$ cat src/rtl/game_pkg.sv
// Shared constants for the game input path: PS/2 prefix bytes, default
// key scancodes and the bit layout of the held-key vector.
package game_pkg;

   // PS/2 set-2 prefix and status bytes
   localparam logic [7:0] SC_EXT      = 8'hE0;
   localparam logic [7:0] SC_BREAK    = 8'hF0;
   localparam logic [7:0] SC_SELFTEST = 8'hAA;

   // Default key scancodes
   localparam logic [7:0] SC_P1_LEFT  = 8'h1C;  // A
   localparam logic [7:0] SC_P1_RIGHT = 8'h23;  // D
   localparam logic [7:0] SC_P1_JUMP  = 8'h1D;  // W
   localparam logic [7:0] SC_P2_LEFT  = 8'h6B;  // E0 + arrow left
   localparam logic [7:0] SC_P2_RIGHT = 8'h74;  // E0 + arrow right
   localparam logic [7:0] SC_P2_JUMP  = 8'h75;  // E0 + arrow up
   localparam logic [7:0] SC_RESET    = 8'h2D;  // R

   // Held-key vector layout
   localparam int KEY_W       = 7;
   localparam int K_P1_LEFT   = 6;
   localparam int K_P1_RIGHT  = 5;
   localparam int K_P1_JUMP   = 4;
   localparam int K_P2_LEFT   = 3;
   localparam int K_P2_RIGHT  = 2;
   localparam int K_P2_JUMP   = 1;
   localparam int K_RESET     = 0;

endpackage

$ cat src/rtl/player_key_decoder.sv
// Turns the PS/2 scancode byte stream into held-key levels for both players
// and the game-reset key. A small FSM tracks E0/F0 prefixes; a prefix that
// is never completed is abandoned after TIMEOUT_CYCLES so a lost byte cannot
// leave the decoder stuck in a prefix state.
module player_key_decoder
   import game_pkg::*;
#(
   parameter int         TIMEOUT_CYCLES = 1_300_000,
   parameter logic [7:0] P1_LEFT_CODE   = SC_P1_LEFT,
   parameter logic [7:0] P1_RIGHT_CODE  = SC_P1_RIGHT,
   parameter logic [7:0] P1_JUMP_CODE   = SC_P1_JUMP,
   parameter logic [7:0] P2_LEFT_CODE   = SC_P2_LEFT,
   parameter logic [7:0] P2_RIGHT_CODE  = SC_P2_RIGHT,
   parameter logic [7:0] P2_JUMP_CODE   = SC_P2_JUMP,
   parameter logic [7:0] RESET_CODE     = SC_RESET
) (
   input  logic       clk,
   input  logic       rst,
   input  logic [7:0] rx_data,
   input  logic       rx_valid,
   output logic       p1_left,
   output logic       p1_right,
   output logic       p1_jump,
   output logic       p2_left,
   output logic       p2_right,
   output logic       p2_jump,
   output logic       game_reset
);

   localparam int CNT_RAW = $clog2(TIMEOUT_CYCLES);
   localparam int CNT_W   = (CNT_RAW < 1) ? 1 : CNT_RAW;
   localparam logic [CNT_W-1:0] CNT_LAST = CNT_W'(TIMEOUT_CYCLES - 1);

   typedef enum logic [1:0] {
      IDLE    = 2'd0,
      EXT     = 2'd1,
      BRK     = 2'd2,
      EXT_BRK = 2'd3
   } state_t;

   state_t             state_q;
   logic [CNT_W-1:0]   cnt_q;
   logic [KEY_W-1:0]   keys_q;
   logic [KEY_W-1:0]   norm_mask_s;
   logic [KEY_W-1:0]   ext_mask_s;

   // Key bit selected by the current byte when read as a non-extended code
   always_comb begin
      norm_mask_s = {KEY_W{1'b0}};
      if (rx_data == P1_LEFT_CODE) begin
         norm_mask_s[K_P1_LEFT] = 1'b1;
      end else if (rx_data == P1_RIGHT_CODE) begin
         norm_mask_s[K_P1_RIGHT] = 1'b1;
      end else if (rx_data == P1_JUMP_CODE) begin
         norm_mask_s[K_P1_JUMP] = 1'b1;
      end else if (rx_data == RESET_CODE) begin
         norm_mask_s[K_RESET] = 1'b1;
      end else begin
         norm_mask_s = {KEY_W{1'b0}};
      end
   end

   // Key bit selected by the current byte when read as an E0-extended code
   always_comb begin
      ext_mask_s = {KEY_W{1'b0}};
      if (rx_data == P2_LEFT_CODE) begin
         ext_mask_s[K_P2_LEFT] = 1'b1;
      end else if (rx_data == P2_RIGHT_CODE) begin
         ext_mask_s[K_P2_RIGHT] = 1'b1;
      end else if (rx_data == P2_JUMP_CODE) begin
         ext_mask_s[K_P2_JUMP] = 1'b1;
      end else begin
         ext_mask_s = {KEY_W{1'b0}};
      end
   end

   // Prefix FSM, prefix timeout counter and registered held-key levels
   always_ff @(posedge clk) begin
      if (rst) begin
         state_q <= IDLE;
         cnt_q   <= {CNT_W{1'b0}};
         keys_q  <= {KEY_W{1'b0}};
      end else if (rx_valid) begin
         // A byte always wins over an expiring timeout
         cnt_q <= {CNT_W{1'b0}};
         case (state_q)
            IDLE: begin
               if (rx_data == SC_EXT) begin
                  state_q <= EXT;
               end else if (rx_data == SC_BREAK) begin
                  state_q <= BRK;
               end else if (rx_data == SC_SELFTEST) begin
                  keys_q <= {KEY_W{1'b0}};
               end else begin
                  keys_q <= keys_q | norm_mask_s;
               end
            end
            EXT: begin
               if (rx_data == SC_BREAK) begin
                  state_q <= EXT_BRK;
               end else begin
                  keys_q  <= keys_q | ext_mask_s;
                  state_q <= IDLE;
               end
            end
            BRK: begin
               keys_q  <= keys_q & ~norm_mask_s;
               state_q <= IDLE;
            end
            EXT_BRK: begin
               keys_q  <= keys_q & ~ext_mask_s;
               state_q <= IDLE;
            end
            default: begin
               state_q <= IDLE;
            end
         endcase
      end else if (state_q != IDLE) begin
         // Waiting for the completing byte of a prefix
         if (cnt_q == CNT_LAST) begin
            state_q <= IDLE;
            cnt_q   <= {CNT_W{1'b0}};
         end else begin
            cnt_q <= cnt_q + {{(CNT_W-1){1'b0}}, 1'b1};
         end
      end else begin
         cnt_q <= {CNT_W{1'b0}};
      end
   end

   assign p1_left    = keys_q[K_P1_LEFT];
   assign p1_right   = keys_q[K_P1_RIGHT];
   assign p1_jump    = keys_q[K_P1_JUMP];
   assign p2_left    = keys_q[K_P2_LEFT];
   assign p2_right   = keys_q[K_P2_RIGHT];
   assign p2_jump    = keys_q[K_P2_JUMP];
   assign game_reset = keys_q[K_RESET];

endmodule

$ cat config.mk
export PLATFORM = sky130hd
export DESIGN_NAME = player_key_decoder
export DESIGN_NICKNAME = d
export VERILOG_FILES = /design/src/rtl/game_pkg.sv /design/src/rtl/player_key_decoder.sv
export SDC_FILE = /design/constraint.sdc
export NUM_CORES = 1
export LEC_CHECK = 0
export ABC_AREA = 0
export BUFFER_PORTS_ARGS = -buffer_cell sky130_fd_sc_hd__buf_2
export CAP_MARGIN = 20
export CORE_MARGIN = 1
export CORE_UTILIZATION = 47
export CTS_CLUSTER_DIAMETER = 200
export DETAILED_ROUTE_END_ITERATION = 8
export GPL_TIMING_DRIVEN = 0
export PLACE_DENSITY = 0.66
export SLEW_MARGIN = 20
export SYNTH_ARGS = -nofsm -noshare
export SYNTH_HDL_FRONTEND = slang
export SYNTH_SLANG_ARGS = --single-unit
$ cat constraint.sdc
create_clock -name clk -period 2.5 [get_ports clk]
set_input_delay 0.625 -clock clk [delete_from_list [all_inputs] [get_ports clk]]
set_output_delay 0.625 -clock clk [all_outputs]
set_load 0.02 [all_outputs]
# == Yosys cells after proc, flatten, opt, wreduce, memory -nomap -nowiden ==
# Index checks and enable logic that the tools add are counted.
# word_totals
reg_bits,30
latch_bits,0
mem_bits_rw,0
mem_bits_ro,0
memories,0
# op_classes
n_addsub,1
mul,0
div,0
magnitude_cmp,0
eq_ne,18
n_shift,0
muxes,24
bitwise,7
reduce_logical,8
# ops
cell,count
$mux W7,4
$pmux W7 S4,1
$eq A8 B7 Y1 const B,3
$eq A8 B8 Y1 const B,3
$add A21 B1 Y21 const B,1
$eq A21 B21 Y1 const B,1
$eq A8 B5 Y1 const B,2
$eq A8 B6 Y1 const B,2
$and A7 B7 Y7,2
$mux W2,7
$mux W1,8
$not A4 Y7,1
$not A7 Y7,1
$or A7 B4 Y7,1
$or A7 B7 Y7,1
$mux W6,1
$ne A2 B2 Y1 const B,3
$pmux W2 S3,1
$reduce_bool A2 Y1,3
$mux W5,1
$eq A2 B2 Y1 const B,2
$ne A4 B4 Y1 const B,1
$reduce_and A4 Y1,1
$reduce_or A4 Y1,1
6 further kinds,6

# == Depth between registers and ports, before layout ==
# Gate-level depths: netlist of the first run.
# depth
depth_word,10
mapped_depth,6
mapped_depth_nobuf,5

# == Least setup slack after synthesis of the first run ==
# No wires, ideal clock.
# synth_timing
path_kind,input-to-reg
startpoint,in rx_data[1]
endpoint,reg keys_q[6]
setup_time_ns,0.075
arrival_time_ns,1.884
slack_ns,0.541
cell_stages,4
path_buffers,0
cell_sequence,nand4bb_2 > or4_1 > or4_1 > o22ai_1
# synth_via
elab_chain_len,7
word_cells_on_any_way,16
classes_between,eq/ne (7); mux (5); bitwise (3); reduce/logical (1)
# synth_lines
item,line_no,text
from (decl),player_key_decoder.sv:19,"input logic [7:0] rx_data,"
$eq A8 B5 Y1,player_key_decoder.sv:50,if (rx_data == P1_LEFT_CODE) begin
$mux W1,player_key_decoder.sv:50,
$or A7 B7 Y7,player_key_decoder.sv:95,keys_q <= keys_q | norm_mask_s;
$mux W7,player_key_decoder.sv:92,end else if (rx_data == SC_SELFTEST) begin
$mux W7,player_key_decoder.sv:90,end else if (rx_data == SC_BREAK) begin
$mux W7,player_key_decoder.sv:88,if (rx_data == SC_EXT) begin
$pmux W7 S4,player_key_decoder.sv:86,case (state_q)
to (signal assigned),player_key_decoder.sv:93,keys_q <= {KEY_W{1'b0}};
to (signal assigned),player_key_decoder.sv:95,
to (signal assigned),player_key_decoder.sv:102,keys_q <= keys_q | ext_mask_s;
to (decl),player_key_decoder.sv:43,logic [KEY_W-1:0] keys_q;
# Parallel ways exist; a longest one is shown, timed or not. The select of a mux whose other input is x is not followed.
# A chain may end at the register's enable or synchronous reset.

# == Final worst setup path of the first run ==
# layout_timing
startpoint,reg cnt_q[11]
endpoint,reg cnt_q[6]
# layout_via
elab_chain_len,2
# layout_lines
item,line_no,text
from (decl),player_key_decoder.sv:42,logic [CNT_W-1:0] cnt_q;
from (signal assigned),player_key_decoder.sv:81,cnt_q <= {CNT_W{1'b0}};
from (signal assigned),player_key_decoder.sv:85,cnt_q <= {CNT_W{1'b0}};
from (signal assigned),player_key_decoder.sv:122,cnt_q <= {CNT_W{1'b0}};
$eq A21 B21 Y1,player_key_decoder.sv:120,if (cnt_q == CNT_LAST) begin
$reduce_or A4 Y1 (no line),--,
# Every way passes these cells.

==> results.tsv, run 1 <==
stage	metric	value	unit
logic_synthesis	synth_fp_nets	200	
sta	tightest_slew	0.456	ns
sta	slew_viol_final	0	
clock_tree	cts_resized	0	
clock_tree	cts_inserted_buffers	5	
floorplan	die_w	60.7	um
place	portBuffers	16	
power	power_density	455	mW/mm^2
routing	wire_per_inst	14.1	um
logic_synthesis	synthAdderAreaFrac	0.772	%
cells_and_area	area_growth	12.0	%
cells_and_area	antenna_cells	0	
setup_path	critical_path_buf_inv_count	2	
clock_tree	clk_path_buf_depth	2	
routing	drtIter0Drc	58	
logic_synthesis	postSynthAreaPerCell	8.63	sq um
routing	routed_wl	3600	um
floorplan	dieArea	0.00369	sq mm
cells_and_area	nets	223	
place	gp_congestion	0.869	
sta	finalCritPeriodShare	79.6	%
power	p_leak	0.566	nW
setup_path	cp.arrival	2.19	ns
place	dp_slack	0.281	ns
logic_synthesis	synth_flop_cell	dfxtp_1	
setup_path	cp-start-kind	register	
sta	fmax	503	MHz
logic_synthesis	synthXorXnorAreaFrac	7.56	%
worst_hold_path	hold_path.class	reg2reg	
place	dp_cells	248	
logic_synthesis	ys_types	45	
routing	ant_nets	0	
setup_path	path_max_fanout	10	
setup_path	slowest_delay	0.41	ns
status	status	finished, final reports clean	
cells_and_area	drive_above_1_share	15.1	%
setup_path	critPathKind	reg2reg	
setup_path	path_common_cell	clkbuf_1	
global_route	grt_pass1_wl	6180	um
power	peakVddDrop	288	uV
floorplan	fp.dieH	60.7	um
sta	setup_viol	0	
global_route	antenna_found_initial	0	
floorplan	core_area	0.00315	sq mm
setup_path	slowest_stage	clkbuf_1	
worst_hold_path	min_path_cells	2	
clock_tree	cts_tree	built	
global_route	grtUsageTotal	23.0	%
logic_synthesis	synth_compound_area_share	13.2	%
logic_synthesis	synth_area	0.00162	sq mm
sta	rsz0062_at_grt	false	
global_route	grt_max_degree	11	
sta	clock_skew	0.00883	ns
setup_path	cp_cell_sequence	clkbuf_1, nor4_1, nand4b_1, o211ai_1, clkbuf_1, nor2_1	
power	p_seq_share	57.9	%
setup_path	ff2ff_path_depth	6	
clock_tree	clk_pin_slew	0.10	ns
floorplan	num_rows	20	
logic_synthesis	synth-simple-area-share	37.3	%
routing	dr.pass1.iters	4	
power	power_frac_comb	5.5	%
logic_synthesis	ys_seq_area_share	37.0	%
floorplan	io_pins	18	
place	hpwl	2620	um
clock_tree	clk_latency	0.33	ns
clock_tree	cts.htree.levels	2	
logic_synthesis	yosysTopAreaCellShare	37.0	%
routing	drc	0	
clock_tree	clockRootBuffer	clkbuf_4	
power	clkPwrFrac	36.6	%
sta	min_period	1.99	ns
routing	routed-via-count	1499	
cells_and_area	instances_no_fill	256	
cells_and_area	final_util	57.6	%
setup_path	cp_top_family	simple AND/OR/NAND/NOR gates	
power	switching_share	23.4	%
global_route	grt_pass1_vias	1399	
logic_synthesis	synth_edf_count	0	
routing	via_per_inst	5.86	
global_route	gr-total-overflow	0	
setup_path	crit_required	2.70	ns
clock_tree	post-cts-setup-buffers	0	
logic_synthesis	synth_seq_cells	30	
setup_path	cp-end-kind	register	
sta	slew_headroom	69.6	%
logic_synthesis	synth_mux_area_share	0.694	%
sta	hold_slack	0.486	ns
logic_synthesis	synthArstFlopShare	0	%
clock_tree	hold_buffers	0	
sta	finalWorstSetupSlack	0.510	ns
sta	hold_viol_final	0	
sta	timing.setup.tns	0	ns
logic_synthesis	synth.largest_area_cell	dfxtp_1	
logic_synthesis	yosys-top-cells-area	dfxtp_1, nor2_1, nand4_1	
logic_synthesis	syn_inst	188	
power	p_sw	0.193	mW
logic_synthesis	synth_top_family_by_area	simple AND/OR/NAND/NOR gates	
logic_synthesis	yosysWarnings	0	
floorplan	start_util	51.4	%
setup_path	crit_cells	6	
power	p_int	0.633	mW
clock_tree	clkSinkCount	30	
flow_run	max-cap-violations	0	
cell usage after synthesis (2+ instances only):
cell / n
o31ai_1: 5
xnor2_1: 7
o21ai_0: 2
xor2_1: 7
nand2b_1: 3
a31oi_1: 4
nor3b_1: 2
nor4bb_1: 2
dfxtp_1: 30
inv_1: 7
nand3b_1: 3
nor4_1: 4
clkbuf_1: 4
and2b_2: 2
nor3_1: 3
o22ai_1: 2
and3_1: 3
nand2_1: 9
nand4bb_2: 2
and4_1: 4
nand3_1: 12
nand4_1: 11
or4_1: 8
o211ai_1: 3
a21oi_1: 10
nor2_1: 20
routing by layer:
metal | global-route usage, % | part of all wire [%] | up-vias | wire [um]
met4 | 8.77 | 1.4 | 0 | 51
met3 | 5.97 | 3.4 | 7 | 122
met1 | 30.7 | 51 | 709 | 1830
met2 | 35.8 | 44 | 23 | 1590
li1 | - | - | 760 | -
met5 | 0 | 0 | - | 0
tightest hold or removal path, delay by kind of cell (launching register included):
family          cells  cell delay [ns]
compound gates      2             0.11
flops               1             0.33
cell usage in the layout, fill, tap and decap left out, drive strengths merged, types with 2 or more instances in the layout:
master	synthesis	routed
o211ai	3	3
nand4	11	11
dfxtp	30	30
and2b	3	3
xnor2	7	7
and3	3	3
or4	8	8
clkbuf	4	11
nand2b	3	3
nand4bb	2	2
o22ai	2	2
nand3b	3	3
xor2	7	7
nand2	9	9
inv	7	7
nand3	12	12
o21ai	4	4
a21oi	10	10
nor4	4	4
a31oi	4	4
nor4bb	2	2
nor3b	2	2
nor2	20	20
nor3	3	3
o31ai	5	5
buf	1	17
and4	4	4
state kept, by name, summed over array words and instances, names as in the netlist:
signal   count
cnt_q       21
keys_q       7
state_q      2
stage by stage:
stage	area (sq um)	power [mW]
floorplan	1620	0.514
global placement	1760	0.533
detailed placement	1760	0.534
CTS	1820	0.834
global route	1820	0.863
finish	1820	0.826
final timing paths:
| check | startpoint | endpoint | slack, ns |
|---|---|---|---|
| max reg2reg | cnt_q[11] | cnt_q[6] | 0.51 |
| max | cnt_q[11] | cnt_q[6] | 0.51 |
| min | cnt_q[20] | cnt_q[20] | 0.49 |
| min reg2reg | cnt_q[20] | cnt_q[20] | 0.49 |
power groups by stage:
stage	registers, mW	logic [mW]	clock network [mW]
after floorplan	0.489	0.0249	0
after global placement	0.489	0.0435	0
after detailed placement	0.489	0.0450	0
after CTS	0.478	0.0451	0.311
after global routing	0.478	0.0497	0.335
final	0.478	0.0458	0.302
cells by family (layout without fill, tap and decap cells):
| kind of cell | Yosys count | in the layout |
|---|---|---|
| simple gates | 97 | 97 |
| compound gates | 32 | 32 |
| flops | 30 | 30 |
| xor+xnor | 14 | 14 |
| buf+inv | 13 | 37 |
| fa+ha+maj | 1 | 1 |
| mux | 1 | 1 |
area by class of cell:
cell class              instances  area, sq um
fillers                       312         1340
multi-input cells             145          965
flip-flops and latches         30          601
repair buffers                 16         80.1
clock buffers                   7         55.1
well taps                      44         55.1
plain buffers                   6         30.0
inverters                       7         26.3
clock inverters                 1         5.00
(Power assumes the default switching activity.)
==> run 2, diff against run 1 <==
==> constraint.sdc (replaced) <==
create_clock -name clk -period 2 [get_ports clk]
set_input_delay 0.5 -clock clk [delete_from_list [all_inputs] [get_ports clk]]
set_output_delay 0.5 -clock clk [all_outputs]
set_load 0.02 [all_outputs]
==> results.tsv, run 2 (synthesis gave the netlist of run 1 again) <==
stage	metric	value	unit	change
setup_path	path_max_fanout	5		was 10
setup_path	worstReg2RegStart	cnt_q[0]		was cnt_q[11]
power	power	1.03	mW	was 0.826 mW
cells_and_area	final_cell_mix	dfxtp_1, nor2_1, buf_2, nand3_1, nand4_1		unchanged
clock_tree	clk_pin_slew	0.09	ns	was 0.10 ns
cells_and_area	area_growth	13.6	%	was 12.0%
routing	via_per_inst	5.87		was 5.86
global_route	antenna_found_initial	0		unchanged
cells_and_area	regMostFlops	cnt_q		unchanged
sta	finalCritPeriodShare	94.0	%	was 79.6%
worst_hold_path	hp-start	cnt_q[20]		unchanged
sta	slew_headroom	73.4	%	was 69.6%
floorplan	io_pins	18		unchanged
cells_and_area	mostFrequentLayoutCell	dfxtp_1		unchanged
setup_path	critical_path_buf_inv_count	0		was 2
clock_tree	hold_buffers	0		unchanged
routing	drtIter0Drc	65		was 58
global_route	grt_pass1_vias	1399		unchanged
setup_path	slowest_stage	or4_1		was clkbuf_1
setup_path	ff2ff_path_depth	5		was 6
worst_hold_path	whs_endpoint	cnt_q[20]		unchanged
cells_and_area	final_util	58.4	%	was 57.6%
sta	hold_viol_final	0		unchanged
sta	tightest_slew	0.398	ns	was 0.456 ns
power	power_frac_comb	5.5	%	about the same
power	peakVddDrop	358	uV	was 288 uV
clock_tree	cts.htree.levels	2		unchanged
global_route	grt_max_degree	11		unchanged
power	p_seq_share	57.9	%	about the same
sta	clock_skew	0.00708	ns	was 0.00883 ns
floorplan	start_util	51.4	%	unchanged
routing	routed-via-count	1521		was 1499
global_route	gr-total-overflow	0		unchanged
floorplan	core_area	0.00315	sq mm	unchanged
power	clkPwrFrac	36.5	%	was 36.6%
place	gp_congestion	0.869		unchanged
global_route	grt_pass1_wl	6180	um	unchanged
floorplan	die_w	60.7	um	unchanged
sta	rsz0062_at_grt	false		unchanged
routing	drc	0		unchanged
cells_and_area	nets	226		was 223
routing	wire_per_inst	14.0	um	was 14.1 um
global_route	grtUsageTotal	23.0	%	unchanged
routing	ant_nets	0		unchanged
place	portBuffers	16		unchanged
worst_hold_path	min_path_cells	2		unchanged
setup_path	cp_top_family	simple AND/OR/NAND/NOR gates		unchanged
routing	dr.pass1.iters	4		unchanged
worst_hold_path	hold_path.class	reg2reg		unchanged
power	switching_share	23.3	%	was 23.4%
clock_tree	clk_latency	0.33	ns	about the same
cells_and_area	drive_above_1_share	17.2	%	was 15.1%
power	p_leak	0.583	nW	was 0.566 nW
status	status	finished, final reports clean		unchanged
floorplan	num_rows	20		unchanged
clock_tree	clk_path_buf_depth	2		unchanged
routing	routed_wl	3630	um	was 3600 um
setup_path	crit_required	2.27	ns	was 2.70 ns
clock_tree	clkSinkCount	30		unchanged
cells_and_area	top_regs	cnt_q (21), keys_q (7), state_q (2)		unchanged
setup_path	cp.arrival	2.14	ns	was 2.19 ns
sta	fmax	532	MHz	was 503 MHz
cells_and_area	largest_reg_flops	21		unchanged
clock_tree	clockRootBuffer	clkbuf_4		unchanged
power	power_density	560	mW/mm^2	was 455 mW/mm^2
floorplan	fp.dieH	60.7	um	unchanged
cells_and_area	antenna_cells	0		unchanged
setup_path	critPathKind	reg2reg		unchanged
place	hpwl	2620	um	unchanged
floorplan	dieArea	0.00369	sq mm	unchanged
flow_run	max-cap-violations	0		unchanged
power	p_sw	0.241	mW	was 0.193 mW
setup_path	cp-end-kind	register		unchanged
clock_tree	cts_tree	built		unchanged
sta	setup_viol	0		unchanged
sta	slew_viol_final	0		unchanged
power	p_int	0.791	mW	was 0.633 mW
setup_path	r2r_slack	0.12	ns	was 0.51 ns
clock_tree	cts_inserted_buffers	5		unchanged
setup_path	cp-start-kind	register		unchanged
setup_path	worstReg2RegEnd	cnt_q[20]		was cnt_q[6]
setup_path	slowest_delay	0.51	ns	was 0.41 ns
sta	min_period	1.88	ns	was 1.99 ns
setup_path	cp_cell_sequence	ha_1, and4_1, nand4_1, or4_1, a21oi_1		was clkbuf_1, nor4_1, nand4b_1, o211ai_1, clkbuf_1, nor2_1
-- run 2: cell count changes in the layout (fill, tap and decap cells not counted), sizes merged --
cell,previous run,this run
buf,17,20
-- run 2: how the worst max path moves through the flow --
stage,start,end,slack (ns),cells after the start
after global placement,rx_data[1],keys_q[6],-0.05,5
final,cnt_q[0],cnt_q[20],0.12,5
after CTS,cnt_q[11],cnt_q[5],0.007,6
after global routing,cnt_q[11],cnt_q[2],0.003,6
after detailed placement,rx_data[1],keys_q[6],-0.09,5
after floorplan,rx_data[1],keys_q[6],0.17,4
-- run 2: routing by layer --
layer / track usage [%] / part of all wire, % / vias to the layer above
met2: 35.8 / 45 / 32
met4: 8.77 / 1.7 / 0
met1: 30.7 / 50 / 715
met3: 5.97 / 4.1 / 9
li1: - / - / 765
met5: 0 / 0 / -
-- run 2: per-stage QoR --
step | setup TNS, ns | cell area, sq um | hold slack, ns | worst slack, ns | cells
final | 0 | 1840 | 0.485 | 0.121 | 259
after global routing | 0 | 1840 | 0.502 | 0.00274 | 259
after CTS | 0 | 1820 | 0.490 | 0.00736 | 256
after detailed placement | -0.0942 | 1760 | 0.474 | -0.0942 | 248
after global placement | -0.0488 | 1760 | 0.454 | -0.0488 | 248
after floorplan | 0 | 1620 | 0.437 | 0.166 | 188
-- run 2: worst register-to-register path, stage by stage (launching register included) --
cell and delay [ns]:
dfxtp_1 0.40, ha_1 0.24, and4_1 0.32, nand4_1 0.20, or4_1 0.52, a21oi_1 0.15
-- run 2: power by group through the flow --
| stage | logic, mW | registers, mW | clock network (mW) |
|---|---|---|---|
| after global routing | 0.0622 | 0.598 | 0.419 |
| after CTS | 0.0564 | 0.598 | 0.389 |
| after floorplan | 0.0311 | 0.612 | 0 |
| final | 0.0572 | 0.598 | 0.377 |
| after global placement | 0.0543 | 0.611 | 0 |
| after detailed placement | 0.0562 | 0.611 | 0 |
-- run 2: repair_timing --
item / CTS / global route
hold endpoints to repair: 0 / 0
setup buffers: 0 / 3
endpoints found under the setup margin: 0 / 21
gates resized for setup: 0 / 4
-- run 2: area by class of cell --
class | instances | area (sq um)
clock buffer | 7 | 55.1
sequential | 30 | 601
multi-input combinational | 145 | 965
clock inverter | 1 | 5.00
tap | 44 | 55.1
fill | 308 | 1310
inverter | 7 | 26.3
timing repair buffer | 19 | 103
buffer | 6 | 32.5
